===== src/rtl/cnn_acc_requant.sv =====
// Accumulates N_TERMS signed products plus a bias, then rounds and saturates to OUT_W bits.
// Optional ReLU on the requantized result: define CNN_ACC_REQUANT_RELU_EN.
module cnn_acc_requant #(
   parameter int PROD_W     = 24,
   parameter int ACC_W      = 32,
   parameter int OUT_W      = 14,
   parameter int N_TERMS    = 25,
   parameter int FRAC_SHIFT = 8
) (
   input  logic              ap_clk,
   input  logic              ap_rst,
   input  logic [PROD_W-1:0] s_prod_data,
   input  logic              s_prod_valid,
   output logic              s_prod_ready,
   input  logic [OUT_W-1:0]  bias,
   output logic [OUT_W-1:0]  m_out_data,
   output logic              m_out_valid,
   input  logic              m_out_ready,
   output logic              m_out_sat,
   output logic              busy
);

   localparam int CNT_W = (N_TERMS > 1) ? $clog2(N_TERMS) : 1;
   // Rounding width also covers the shifted bias when FRAC_SHIFT is large.
   localparam int T_W   = ((ACC_W > OUT_W + FRAC_SHIFT) ? ACC_W : OUT_W + FRAC_SHIFT) + 2;

   localparam logic [CNT_W-1:0]      CNT_LAST   = CNT_W'(N_TERMS - 1);
   localparam logic signed [T_W-1:0] OUT_MAX    = (T_W'(1) <<< (OUT_W - 1)) - T_W'(1);
   localparam logic signed [T_W-1:0] OUT_MIN    = -OUT_MAX - T_W'(1);
   localparam logic signed [T_W-1:0] ROUND_HALF = T_W'(1) <<< (FRAC_SHIFT - 1);

   typedef enum logic [1:0] {
      ACC,
      ROUND,
      OUT
   } state_t;

   state_t                    state, state_nxt;
   logic signed [ACC_W-1:0]   acc, acc_nxt;
   logic        [CNT_W-1:0]   cnt, cnt_nxt;
   logic signed [OUT_W-1:0]   bias_q, bias_nxt;
   logic        [OUT_W-1:0]   data_nxt;
   logic                      sat_nxt;
   logic                      valid_nxt;
   logic                      accept;
   logic                      handshake;
   logic signed [T_W-1:0]     t;
   logic signed [T_W-1:0]     r;
   logic        [OUT_W-1:0]   q_data;
   logic                      q_sat;

   assign s_prod_ready = (state == ACC);
   assign accept       = s_prod_valid & s_prod_ready;
   assign handshake    = m_out_valid & m_out_ready;
   assign busy         = (state != ACC) || (cnt != '0);

   // Round half toward +inf, then clamp to the activation range.
   always_comb begin
      t      = T_W'(acc) + (T_W'(bias_q) <<< FRAC_SHIFT) + ROUND_HALF;
      r      = t >>> FRAC_SHIFT;
      q_data = r[OUT_W-1:0];
      q_sat  = 1'b0;
      if (r > OUT_MAX) begin
         q_data = OUT_MAX[OUT_W-1:0];
         q_sat  = 1'b1;
      end else if (r < OUT_MIN) begin
`ifdef CNN_ACC_REQUANT_RELU_EN
         q_data = '0;
`else
         q_data = OUT_MIN[OUT_W-1:0];
         q_sat  = 1'b1;
`endif
      end
`ifdef CNN_ACC_REQUANT_RELU_EN
      else if (r[T_W-1]) begin
         q_data = '0;
      end
`endif
   end

   // NOTE: every variable gets a default first, so no branch can infer a latch.
   always_comb begin
      state_nxt = state;
      acc_nxt   = acc;
      cnt_nxt   = cnt;
      bias_nxt  = bias_q;
      data_nxt  = m_out_data;
      sat_nxt   = m_out_sat;
      valid_nxt = m_out_valid;
      unique case (state)
         ACC: begin
            if (accept) begin
               acc_nxt = ((cnt == '0) ? '0 : acc) + ACC_W'($signed(s_prod_data));
               if (cnt == '0)
                  bias_nxt = $signed(bias);
               if (cnt == CNT_LAST) begin
                  cnt_nxt   = '0;
                  state_nxt = ROUND;
               end else begin
                  cnt_nxt = cnt + 1'b1;
               end
            end
         end
         ROUND: begin
            data_nxt  = q_data;
            sat_nxt   = q_sat;
            valid_nxt = 1'b1;
            state_nxt = OUT;
         end
         OUT: begin
            if (handshake) begin
               valid_nxt = 1'b0;
               state_nxt = ACC;
            end
         end
         default: state_nxt = ACC;
      endcase
   end

   // NOTE: non-blocking so every register samples pre-edge values, independent of block order.
   always_ff @(posedge ap_clk) begin
      if (ap_rst)
         state <= ACC;
      else
         state <= state_nxt;
   end

   always_ff @(posedge ap_clk) begin
      if (ap_rst) begin
         acc         <= '0;
         cnt         <= '0;
         bias_q      <= '0;
         m_out_data  <= '0;
         m_out_sat   <= 1'b0;
         m_out_valid <= 1'b0;
      end else begin
         acc         <= acc_nxt;
         cnt         <= cnt_nxt;
         bias_q      <= bias_nxt;
         m_out_data  <= data_nxt;
         m_out_sat   <= sat_nxt;
         m_out_valid <= valid_nxt;
      end
   end

endmodule

===== config.mk =====
export PLATFORM = sky130hd
export DESIGN_NAME = cnn_acc_requant
export DESIGN_NICKNAME = d
export VERILOG_FILES = /design/src/rtl/cnn_acc_requant.sv
export SDC_FILE = /design/constraint.sdc
export NUM_CORES = 1
export LEC_CHECK = 0
export BUFFER_PORTS_ARGS = -buffer_cell sky130_fd_sc_hd__buf_2
export CAP_MARGIN = 40
export CORE_MARGIN = 2
export CORE_UTILIZATION = 30
export DETAILED_ROUTE_END_ITERATION = 12
export GPL_TIMING_DRIVEN = 1
export SYNTH_ARGS = -nofsm -noshare
export SYNTH_HDL_FRONTEND = slang
export SYNTH_SLANG_ARGS = --single-unit

===== constraint.sdc =====
create_clock -name ap_clk -period 3.85 [get_ports ap_clk]
set_input_delay 0.385 -clock ap_clk [delete_from_list [all_inputs] [get_ports ap_clk]]
set_output_delay 0.385 -clock ap_clk [all_outputs]
set_load 0.05 [all_outputs]

# Word level (Yosys, flattened, before mapping)
# Index checks and enable logic that the tools add are counted.
word_totals:
  word_cells: 43
  inputBits: 42
  register_bits: 69
  output_inout_bits: 18
classes:
  eq_ne: 6
  add_sub_neg: 4
  n_bitwise: 2
  n_mux: 12
  order_cmp: 2
  n_reduce_logical: 10
op_table:
  columns: ["operator", "n"]
  rows:
  - ["$add 33x9->34 const B", 1]
  - ["$add 32x22->33", 1]
  - ["$add 32x32->32", 1]
  - ["$mux 32", 1]
  - ["$mux 14", 2]
  - ["$gt 26x14->1 const B", 1]
  - ["$lt 26x14->1 const B", 1]
  - ["$mux 2", 3]
  - ["$pmux 2 s3", 1]
  - ["$reduce_and 3->1", 2]
  - ["$add 5x1->5 const B", 1]
  - ["$eq 5x5->1 const B", 1]
  - ["$logic_not 5->1", 1]
  - ["$mux 5", 1]
  - ["$reduce_bool 5->1", 1]
  - ["$ne 2x1->1 const B", 2]
  - ["$reduce_and 2->1", 2]
  - ["$reduce_bool 2->1", 2]
  - ["$mux 1", 3]
  - ["$and 1x1->1", 2]
  - ["$eq 2x1->1 const B", 1]
  - ["$eq 2x2->1 const B", 1]
  - ["$logic_not 2->1", 1]
  - ["$ne 2x2->1 const B", 1]
  - ["2 further kinds", 2]

# Logic depth before layout (Yosys ltp)
depth:
  ltp_word: 5
  depth_mapped: 17
  depth_no_buf: 17

# Worst setup path after synthesis
# OpenSTA, ideal clock, no wires.
synth_path:
  path_type: "reg2reg"
  from: "register cnt[0]"
  to: "register acc[31]"
  n_path_buf: 1
  t_required_ns: 3.710
  slack_ns: 0.060
  stages_incl_launch_ff: 17
  setup_time_ns: 0.140
  arrival_ns: 3.650
  period_less_slack_ns: 3.790
  path_cell_list: "dfxtp_1 inv_1 ha_1 nand2b_1 or3_1 clkbuf_1 and2_1 ha_1 and2_1 a311o_1 or3_1 o22a_1 o2111ai_1 a21oi_1 a2bb2oi_1 a2111oi_0 a41oi_1"
synth_via:
  elab_chain_cells: 3
synth_lines:
  columns: ["item", "line", "text"]
  rows:
  - ["from (decl)", "40", "logic [CNT_W-1:0] cnt, cnt_nxt;"]
  - ["from (signal assigned)", "138", "cnt <= cnt_nxt;"]
  - ["$logic_not 5->1", "93", "acc_nxt = ((cnt == '0) ? '0 : acc) + ACC_W'($signed(s_prod_data));"]
  - ["$mux 32", "93", null]
  - ["$add 32x32->32", "93", null]
  - ["to (signal assigned)", "137", "acc <= acc_nxt;"]
  - ["to (decl)", "39", "logic signed [ACC_W-1:0] acc, acc_nxt;"]
# No other way between the ends.
# A chain may end at the register's enable or synchronous reset.

# Worst setup path in the final report
layout_path:
  from: "register cnt[0]"
  to: "register acc[29]"
# Same word-level chain as after synthesis.

==> impl_metrics.toml <==
[status]
outcome = "completed"

[drt]
wire_per_inst_um = 15.0
drc = 0
antenna_left = 0
vias = 6058
routed_wl_um = 17300
via_per_inst = 5.25
first_pass_iters = 5
dr.first_iter.drc_count = 388

[final_layout]
finalNonFillerCells = 1155
diodes = 0
design_area_sq_mm = 0.00732
layout-drive-gt1-share_pct = 18.5
syn2layout_area_growth_pct = 21.9
final_common_cell = "nand2_1"
utilization_pct = 37.5
final_nets = 986
layout_common_cells = "nand2_1, a21oi_1, dfxtp_1"

[worst_setup_path]
crit_top_cell = "and2_1"
max_stage_delay_ns = 0.37
worstPathCellList = "inv_1 -> ha_2 -> nand2b_1 -> or3_4 -> buf_12 -> and2_1 -> ha_1 -> and2_1 -> a311o_1 -> or3_1 -> o22a_1 -> o2111ai_2 -> buf_4 -> nand3b_1 -> a31oi_1 -> xor2_1 -> o31ai_1"
end_kind = "flop"
critPathSlowestCell = "or3_4"
r2r_cells = 17
path_class = "reg -> reg"
arrival_ns = 3.89
start_kind = "flop"
cp.required_ns = 4.06
crit_fanout = 25
rrSetupSlack_ns = 0.17

[synthesis]
synth-edff-count = 0
synthFlopType = "dfxtp_1"
synth-seq-cells = 69
synth_top_area_share_pct = 23.0
syn_area_sq_mm = 0.00600
synth.avg_cell_area_sq_um = 7.53
async_flop_share_pct = 0
yosysWarnings = 0
synth_nets = 898
seq_area_frac_synth_pct = 23.0
synth_cell_types = 78
synth_top_area_cell = "dfxtp_1"
syn_inst = 797
synth_area_leaders = "dfxtp_1, ha_1, a21oi_1"

[sta]
rsz0062_at_grt = "yes"
worst_slew_pin_slew_ns = 0.706
drv_slew = 0
period_share_pct = 95.7
fmax_ghz = 0.271
setup_viol = 0
skew_ns = 0.00552
slew_headroom_pct = 52.9
hold_ws_ns = 0.272
hold_viol_final = 0
min_period_ns = 3.68

[floorplanning]
die_h_um = 145
rows = 51
core-area_sq_mm = 0.0195
io_pins = 60
die_area_sq_mm = 0.0212
start_util_pct = 30.8
chipWidth_um = 145

[power]
p_seq_share_pct = 33.3
ir_worst_vdd_mv = 0.233
p_int_mw = 1.56
power.density_mw_per_mm2 = 327
switching_share_pct = 34.6
p_total_mw = 2.39
p_leak_nw = 3.16
p_comb_share_pct = 30.3
clkPwrFrac_pct = 36.3
p_switching_mw = 0.827

[global_routing]
antenna_found_initial = 0
grt_pass1_wl_um = 28300
globalRouteTotalUtil_pct = 16.1
grt_overflow = 0
grt_pass1_vias = 5678
grt_max_degree = 61

[clock_network]
cts_sinks = 69
cts_tree = "done"
cts_buffer_depth = 2
cts_inserted_buffers = 9
htree_levels = 3
ctsHoldBuffers = 0
clk_pin_slew_ns = 0.06
insertion_delay_ns = 0.35
root_buffer = "clkbuf_16"

[run]
drv_cap = 0

[placed_design]
placed_area_sq_mm = 0.00687
hpwl_um = 12900
numPortBuffers = 59
place_inst = 1137
globalplace.congestion = 0.867

[hold_path]
hold_path.class = "in -> reg"
holdPathStages = 3
-- area by class of cell --
| class | instances | area, sq um |
|---|---|---|
| fill | 2078 | 12200 |
| tap | 265 | 332 |
| inverter | 16 | 60.1 |
| timing repair buffer | 112 | 709 |
| clock buffer | 9 | 225 |
| sequential | 69 | 1380 |
| multi-input combinational | 677 | 4540 |
| clock inverter | 7 | 73.8 |
-- per-layer routing --
layer  share of wire, %  track usage, %  vias up
met3                2.8            2.41       27
met4                2.1            5.69        0
li1                   -               -     3112
met1                 50            22.2     2792
met2                 45            25.6      127
met5                  0               0        -
-- state kept, by name, summed over array words and instances, names as in the netlist --
signal and flops:
acc 32, bias_q 14, cnt 5, m_out_data 14, m_out_sat 1, m_out_valid 1, state 2
-- cells in the mapped netlist (10+ instances only) --
master	count
a21oi_1	85
clkbuf_1	28
o21a_1	13
nor3_1	15
nand4_1	10
xnor2_1	18
a21o_1	18
a211oi_1	13
o211ai_1	16
nor2_1	66
ha_1	57
nand3_1	23
o21ai_0	39
or3_1	14
dfxtp_1	69
inv_1	16
nand2_1	105
xor2_1	16
and2_1	35
nand2b_1	16
-- what timing repair did --
action | CTS | global route
gates resized for setup | 2 | 25
hold endpoints to repair | 0 | 0
pin swaps | 0 | 8
buffers inserted | 0 | 2
endpoints found under the setup margin | 1 | 12
-- power groups by stage --
stage / clock, mW / sequential, mW / combinational (mW)
2_1_floorplan: 0 / 0.795 / 0.495
3_3_place_gp: 0 / 0.813 / 0.690
3_5_place_dp: 0 / 0.813 / 0.692
4_1_cts: 0.897 / 0.797 / 0.698
5_1_grt: 0.921 / 0.802 / 0.805
6_report: 0.869 / 0.797 / 0.726
-- path summary, 6_finish.rpt --
path | end | startpoint
worst min-delay path | bias_q[5] | bias[5]
worst min register to register | acc[5] | acc[5]
worst max register to register | acc[29] | cnt[0]
worst max-delay path | acc[29] | cnt[0]
-- logic make-up after synthesis --
family	Yosys count	synth area share (%)
and+or+nand+nor	324	27.1
AOI/OAI and AO/OA	258	28.6
DFF	69	23.0
adders and majority gates	59	12.5
buffers and inverters	51	3.42
xor gates and xnor gates	34	4.96
muxes	2	0.354
-- critical path, delay by kind of cell, from the launching register on --
family	cells	cell delay, ns
AO/OA/AOI/OAI	5	1.14
XOR/XNOR	1	0.18
adder cells (fa/ha/maj)	2	0.34
buffers and inverters	3	0.38
flip-flops	1	0.31
AND/OR/NAND/NOR	6	1.20
-- through the flow --
step / TNS [ns] / worst slack (ns)
2_1_floorplan: 0 / 0.0601
3_3_place_gp: 0 / 0.0758
3_5_place_dp: -0.0747 / -0.0747
4_1_cts: 0 / 0.0119
5_1_grt: -0.157 / -0.0458
6_report: 0 / 0.165
No activity file was read; power rests on OpenSTA's default activity.
